### config.mk
export PLATFORM = sky130hd
export DESIGN_NAME = alu_issue
export DESIGN_NICKNAME = d
export VERILOG_FILES = /design/src/rtl/alu_issue.sv
export SDC_FILE = /design/constraint.sdc
export NUM_CORES = 1
export LEC_CHECK = 0
export ABC_AREA = 1
export BUFFER_PORTS_ARGS = -buffer_cell sky130_fd_sc_hd__buf_4
export CORE_UTILIZATION = 30
export CTS_BUF_LIST = sky130_fd_sc_hd__clkbuf_4 sky130_fd_sc_hd__clkbuf_8 sky130_fd_sc_hd__clkbuf_16
export DETAILED_ROUTE_END_ITERATION = 10
export HOLD_SLACK_MARGIN = 0.12
export PLACE_DENSITY = 0.48
export SKIP_LAST_GASP = 1
export SLEW_MARGIN = 20
export SYNTH_ARGS = -nofsm -noshare
export SYNTH_HDL_FRONTEND = slang
export SYNTH_SLANG_ARGS = --single-unit
### constraint.sdc
create_clock -name clk -period 3.5 [get_ports clk]
set_input_delay 0.7 -clock clk [delete_from_list [all_inputs] [get_ports clk]]
set_output_delay 0.7 -clock clk [all_outputs]
set_load 0.005 [all_outputs]
### src/rtl/alu_issue.sv
// Execute-stage sequencer for the 8-bit ALU: one instruction in flight, done pulses 3 cycles after the handshake.
// Throughput is one instruction per 4 cycles; in_ready is high only in IDLE, so the producer stalls otherwise.
module alu_issue #(
   parameter int          REG_COUNT = 8,
   parameter int          REG_IDX_W = 3,
   parameter int          DATA_W    = 8,
   parameter logic [7:0]  OP_NOP    = 8'h00
) (
   input  logic                 clk,
   input  logic                 rst_n,
   input  logic                 in_valid,
   output logic                 in_ready,
   input  logic [7:0]           in_opcode,
   input  logic [REG_IDX_W-1:0] in_rd,
   input  logic [REG_IDX_W-1:0] in_rs0,
   input  logic [REG_IDX_W-1:0] in_rs1,
   input  logic                 in_imm_en,
   input  logic [DATA_W-1:0]    in_imm,
   output logic [7:0]           alu_opcode,
   output logic [DATA_W-1:0]    alu_operand_0,
   output logic [DATA_W-1:0]    alu_operand_1,
   input  logic [DATA_W-1:0]    alu_result,
   output logic                 done,
   output logic                 done_wr,
   output logic [REG_IDX_W-1:0] done_rd,
   output logic [DATA_W-1:0]    done_value,
   input  logic [REG_IDX_W-1:0] dbg_idx,
   output logic [DATA_W-1:0]    dbg_data
);

   typedef enum logic [1:0] {IDLE, OPERAND, EXEC, WB} state_t;

   typedef struct packed {
      logic [7:0]           opcode;
      logic [REG_IDX_W-1:0] rd;
      logic [REG_IDX_W-1:0] rs0;
      logic [REG_IDX_W-1:0] rs1;
      logic                 imm_en;
      logic [DATA_W-1:0]    imm;
   } instr_t;

   state_t              state, state_nxt;
   instr_t              instr;
   logic [DATA_W-1:0]   result_q;
   logic [DATA_W-1:0]   rf [REG_COUNT];
   logic                wr_en;

   // r0 is never written outside reset, but reads are forced to zero regardless.
   function automatic logic [DATA_W-1:0] rf_read(input logic [REG_IDX_W-1:0] idx);
      return (idx == '0) ? '0 : rf[idx];
   endfunction

   assign wr_en    = (state == WB) && (instr.opcode != OP_NOP) && (instr.rd != '0);
   assign dbg_data = rf_read(dbg_idx);

   always_comb begin
      state_nxt  = state;
      in_ready   = 1'b0;
      done       = 1'b0;
      done_wr    = 1'b0;
      done_rd    = '0;
      done_value = '0;
      case (state)
         IDLE: begin
            in_ready = rst_n;
            if (in_valid) state_nxt = OPERAND;
         end
         OPERAND: state_nxt = EXEC;
         EXEC:    state_nxt = WB;
         WB: begin
            done       = 1'b1;
            done_wr    = wr_en;
            done_rd    = instr.rd;
            done_value = result_q;
            state_nxt  = IDLE;
         end
         default: state_nxt = IDLE;
      endcase
   end

   always_ff @(posedge clk) begin
      if (!rst_n) begin
         state         <= IDLE;
         instr         <= '0;
         result_q      <= '0;
         alu_opcode    <= '0;
         alu_operand_0 <= '0;
         alu_operand_1 <= '0;
         for (int i = 0; i < REG_COUNT; i++) rf[i] <= '0;
      end else begin
         state <= state_nxt;
         case (state)
            IDLE: begin
               if (in_valid) begin
                  instr <= '{opcode: in_opcode, rd: in_rd, rs0: in_rs0, rs1: in_rs1,
                             imm_en: in_imm_en, imm: in_imm};
               end
            end
            OPERAND: begin
               alu_opcode    <= instr.opcode;
               alu_operand_0 <= rf_read(instr.rs0);
               alu_operand_1 <= instr.imm_en ? instr.imm : rf_read(instr.rs1);
            end
            EXEC: result_q <= alu_result;
            WB: begin
               alu_opcode    <= '0;
               alu_operand_0 <= '0;
               alu_operand_1 <= '0;
               if (wr_en) rf[instr.rd] <= result_q;
            end
            default: ;
         endcase
      end
   end

endmodule

==> impl_metrics.tcl, run 1 <==
set metrics [dict create \
    run_status "finished, final reports clean" \
    fin_crit_sh_pct 89.6 \
    routedWlPerCell_um 16.9 \
    holdPathEnd "alu_operand_0[1]" \
    drv_slew 0 \
    yosysSeqAreaShare_pct 49.9 \
    die_y_um 149 \
    worst_slew_pin_slew_ns 0.842 \
    period_needed_ns 3.14 \
    holdBufCountCts 0 \
    path_class "in -> out" \
    area_growth_pct 22.8 \
    reg2reg_from "state[0]" \
    io-pin-count 86 \
    min_from "alu_operand_0[1]" \
    insertion_delay_ns 0.42 \
    yosys_warnings 0 \
    cpMostUsedCell "buf_4" \
    final_layout_size_suffix_gt1_share_pct 14.6 \
    critPathLaunchType "primary input" \
    power_density_nw_per_um2 674 \
    initial_utilization_pct 30.7 \
    h-tree-depth 4 \
    drtIter0Drc 483 \
    cts_tree "yes" \
    grt_antenna_before_repair 0 \
    grt.overflow.total 0 \
    fin_tns_setup_ns 0 \
    critPathSlowestCell "nand3_1" \
    synth_cells 871 \
    synth_area_um2 6500 \
    cp_top_family "buffers and inverters" \
    routabilityCongestion 0.864 \
    ys_types 24 \
    rsz0062_at_grt "false" \
    hp-class "reg -> reg" \
    min_path_cells 2 \
    vias 5821 \
    maxCapViolCount 0 \
    hold_violations 0 \
    core_region_area_um2 21200 \
    finalSetupViolCount 0 \
    rows 53 \
    vias_per_cell 4.73 \
    regToRegSetupSlack_ns 1.05 \
    holdWs_ns 0.465 \
    fp.dieW_um 149 \
    fin_nets 988 \
    cts_sinks 130 \
    syn_avg_cell_area_um2 7.47 \
    p_leak_nw 3.36 \
    cts-root-buf "clkbuf_16" \
    slowest_delay_ns 0.44 \
    r2r_end "alu_operand_0[6]" \
    grt_pass1_wl_mm 31.1 \
    end_kind "output port" \
    path_buf_inv 3 \
    arrival_ns 2.44 \
    ys_seq_elements 130 \
    final_antenna_net_count 0 \
    clockBufferDepth 2 \
    routed_wl_mm 20.7 \
    drc 0 \
    fin_skew_ns 0.0106 \
    fill_cells 2224 \
    max_freq_mhz 319 \
    crit_fanout 17 \
    track_usage_pct 19.2 \
    slew_headroom_pct 43.8 \
    irDropWorstVdd_mv 0.371 \
    clk_pin_slew_ns 0.06 \
    worstPathCellList "buf_4 -> clkinv_1 -> nand3_1 -> nand2_1 -> a31oi_1 -> buf_4" \
    dp_hpwl_mm 15.2 \
    grt_max_degree 44 \
    drtPass1Iterations 5 \
    crit_required_ns 2.80 \
    cts_buffers 17 \
    reg2regPathDepth 6 \
    num_antenna_cells 0 \
    die_area_um2 22300 \
    postCtsSetupBuffers 0 \
    numPortBuffers 85 \
    post_cts_resized 0 \
    grt_pass1_vias 5374 \
    cp_num_cells 6 \
]
==> per-layer routing <==
layer / vias up / global-route usage (%) / share of wire [%]
li1: 3008 / - / -
met1: 2605 / 25.6 / 45
met2: 172 / 29.8 / 46
met3: 36 / 3.43 / 5.1
met4: 0 / 9.54 / 3.7
met5: - / 0 / 0
==> cells by family after synthesis <==
group | synth area share, %
simple gates | 24.3
flops | 49.9
other cells | 0.0577
compound gates | 16.2
fa+ha+maj | 0.962
buf+inv | 8.56
==> state kept, by name, indices dropped and copies added (netlist names), named ones only <==
name and count:
alu_operand_1 8, alu_opcode 8, state 2, result_q 8, rf 64, instr 26, alu_operand_0 8
==> layout by cell type, fill, tap and decap left out <==
| cell type | count |
|---|---|
| inv_2 | 1 |
| nand3_1 | 78 |
| nor3_1 | 4 |
| clkinv_4 | 2 |
| ha_1 | 5 |
| nor2_2 | 1 |
| clkinv_1 | 2 |
| a21boi_1 | 1 |
| nand2_2 | 7 |
| edfxtp_1 | 64 |
| a21oi_1 | 98 |
| or2_2 | 1 |
| nor2_1 | 131 |
| nor3_2 | 1 |
| inv_1 | 91 |
| o21ai_0 | 100 |
| conb_1 | 8 |
| clkbuf_8 | 1 |
| nor4_1 | 2 |
| a31oi_1 | 8 |
| inv_8 | 1 |
| nor2_4 | 1 |
| a211oi_1 | 1 |
| inv_6 | 3 |
| inv_4 | 3 |
| buf_4 | 96 |
| clkbuf_16 | 20 |
| nand2_1 | 157 |
| dfxtp_1 | 66 |
| clkinv_2 | 2 |
==> through the flow <==
step | cells | util, % | setup slack (ns) | power, mW | cell area [µm²]
floorplan | 878 | - | 1.15 | 3.05 | 6530
global placement | 1199 | 34.9 | 0.436 | 3.66 | 7390
detailed placement | 1199 | 34.9 | 0.448 | 3.67 | 7390
CTS | 1231 | 37.8 | 0.442 | 5.45 | 7990
global route | 1231 | 37.8 | 0.278 | 5.74 | 7990
finish | 1231 | 37.8 | 0.365 | 5.39 | 7990
==> worst max-delay path by stage <==
stage               startpoint  slack (ns)     endpoint
finish              dbg_idx[1]        0.36  dbg_data[6]
global route        dbg_idx[1]        0.28  dbg_data[6]
CTS                 dbg_idx[1]        0.44  dbg_data[6]
detailed placement  dbg_idx[1]        0.45  dbg_data[6]
global placement    dbg_idx[1]        0.44  dbg_data[6]
floorplan           dbg_idx[1]        1.15  dbg_data[6]
==> synthesized netlist by cell type, drive strengths merged <==
master    n  area (µm²)
edfxtp   64        1920
a211oi    1        7.51
ha        5        62.6
dfxtp    66        1320
nand3    78         390
inv      92         345
nor3      5        30.0
conb      1        3.75
a21boi    1        7.51
nor2    133         509
clkinv    2        7.51
clkbuf   37         139
a31oi     8        50.1
buf      13        65.1
nand2   164         633
o21ai   100         500
nor4      2        12.5
or2       1        6.26
a21oi    98         490
==> power breakdown <==
part / switching [mW] / total, mW / internal, mW
Sequential: 0.176 / 2.01 / 1.83
Combinational: 1.07 / 1.61 / 0.542
Clock: 0.704 / 1.77 / 1.06
Total: 1.95 / 5.39 / 3.44
==> cell type report <==
class | count | area [µm²] | area share, %
flip-flops and latches | 130 | 3240 | 40.6
multi-input cells | 604 | 2730 | 34.2
repair buffers | 96 | 721 | 9.02
clock buffers | 21 | 514 | 6.44
inverters | 94 | 353 | 4.42
well taps | 275 | 344 | 4.31
clock inverters | 11 | 83.8 | 1.05
==> worst register-to-register path, stage by stage, from the launching register on <==
cell	delay [ns]
dfxtp_1	0.36
ha_1	0.66
nor2_2	0.07
buf_4	0.25
nor3_2	0.61
nand3_1	0.26
a21oi_1	0.18
Power figures use the tool's default switching activity.
==> inputs of run 2 (changes only) <==
==> constraint.sdc (replaced) <==
create_clock -name clk -period 3.41 [get_ports clk]
set_input_delay 0.682 -clock clk [delete_from_list [all_inputs] [get_ports clk]]
set_output_delay 0.682 -clock clk [all_outputs]
set_load 0.005 [all_outputs]
==> impl_metrics.tcl, run 2 (synthesized netlist as in run 1, its figures left out) <==
set metrics [dict create \
    run_status "finished, final reports clean" \
    critPathLaunchType "primary input" \
    end_kind "output port" \
    p_leak_nw 3.37 \
    clk_pin_slew_ns 0.07 \
    routed_wl_mm 21.3 \
    maxCapViolCount 0 \
    grt_pass1_wl_mm 32.8 \
    drtIter0Drc 533 \
    h-tree-depth 4 \
    max_freq_mhz 345 \
    insertion_delay_ns 0.44 \
    grt_pass1_vias 5589 \
    cts_tree "yes" \
    vias_per_cell 4.84 \
    cts_sinks 130 \
    reg_top3 "rf (64), instr (26)" \
    fp.dieW_um 149 \
    drv_slew 0 \
    grt_antenna_before_repair 0 \
    initial_utilization_pct 30.7 \
    postCtsSetupBuffers 0 \
    vias 5966 \
    post_cts_resized 0 \
    fin_tns_setup_ns 0 \
    track_usage_pct 20.2 \
    fin_crit_sh_pct 85.0 \
    drc 0 \
    drtPass1Iterations 5 \
    dp_hpwl_mm 15.3 \
    worst_slew_pin_slew_ns 0.881 \
    fin_nets 990 \
    min_from "alu_opcode[2]" \
    holdWs_ns 0.468 \
    cts_buffers 17 \
    grt.overflow.total 0 \
    regToRegSetupSlack_ns 0.81 \
    fin_cells 1233 \
    cp-startpoint "dbg_idx[0]" \
    grt_max_degree 44 \
    io-pin-count 86 \
    final_antenna_net_count 0 \
    arrival_ns 2.22 \
    most-common-layout-cells "nand2_1 (157), nor2_1 (131), o21ai_0 (100)" \
    period_needed_ns 2.90 \
    finalSetupViolCount 0 \
    slew_headroom_pct 41.2 \
    numPortBuffers 85 \
    core_region_area_um2 21200 \
    area_growth_pct 23.1 \
    dp.cells 1201 \
    fin_skew_ns 0.0141 \
    top_register "rf" \
    die_y_um 149 \
    holdBufCountCts 0 \
    irDropWorstVdd_mv 0.335 \
    routedWlPerCell_um 17.3 \
    routabilityCongestion 0.925 \
    num_antenna_cells 0 \
    cts-root-buf "clkbuf_16" \
    largest_reg_flops 64 \
    clockBufferDepth 2 \
    final_common_cell "nand2_1" \
    rows 53 \
    hp-class "reg -> reg" \
    reg2reg_from "state[0]" \
    power_density_nw_per_um2 697 \
    hold_violations 0 \
    final_layout_size_suffix_gt1_share_pct 14.8 \
    crit_required_ns 2.73 \
    crit_fanout 27 \
    die_area_um2 22300 \
    rsz0062_at_grt "false" \
    path_class "in -> out" \
]
-- run 2: cell types whose count changed in the layout (fill, tap and decap cells not counted), sizes merged --
| cell | before | now |
|---|---|---|
| inv | 99 | 105 |
| clkbuf | 21 | 17 |
| buf | 96 | 98 |
| clkinv | 6 | 4 |
-- run 2: critical path: stages --
cell and delay, ns:
buf_4 0.13, inv_1 0.49, nand3_1 0.44, nand2_1 0.17
a31oi_1 0.10, buf_4 0.19
-- run 2: worst paths after layout --
| check | to | cells after the start |
|---|---|---|
| setup / recovery | dbg_data[6] | 6 |
| hold / removal | alu_opcode[2] | 2 |
| setup reg to reg | rf[3][2] | 6 |
| hold reg to reg | alu_opcode[2] | 2 |
-- run 2: stage by stage --
| stage | total power, mW | util (%) | setup slack [ns] | instance area (µm²) |
|---|---|---|---|---|
| 2_1_floorplan | 3.13 | - | 1.09 | 6530 |
| 3_3_place_gp | 3.77 | 35.0 | 0.557 | 7410 |
| 3_5_place_dp | 3.78 | 35.0 | 0.552 | 7410 |
| 4_1_cts | 5.65 | 37.9 | 0.550 | 8010 |
| 5_1_grt | 5.95 | 37.9 | 0.347 | 8010 |
| 6_report | 5.58 | 37.9 | 0.511 | 8010 |
-- run 2: cell type report --
| cell class | instances | area [µm²] |
|---|---|---|
| multi-input cells | 604 | 2730 |
| clock inverters | 15 | 176 |
| repair buffers | 98 | 736 |
| inverters | 94 | 353 |
| fillers | 2227 | 13100 |
| flip-flops and latches | 130 | 3240 |
| well taps | 275 | 344 |
| clock buffers | 17 | 425 |
-- run 2: report_power, final --
part,total (mW),internal [mW],switching [mW]
Sequential,2.07,1.88,0.189
Combinational,1.65,0.557,1.10
Clock,1.86,1.00,0.861
Total,5.58,3.44,2.15
-- run 2: metal layers --
layer | routed length (µm) | track usage (%)
met3 | 1120 | 3.33
met5 | 0 | 0
met1 | 9560 | 26.8
met2 | 10100 | 32.4
met4 | 548 | 8.32
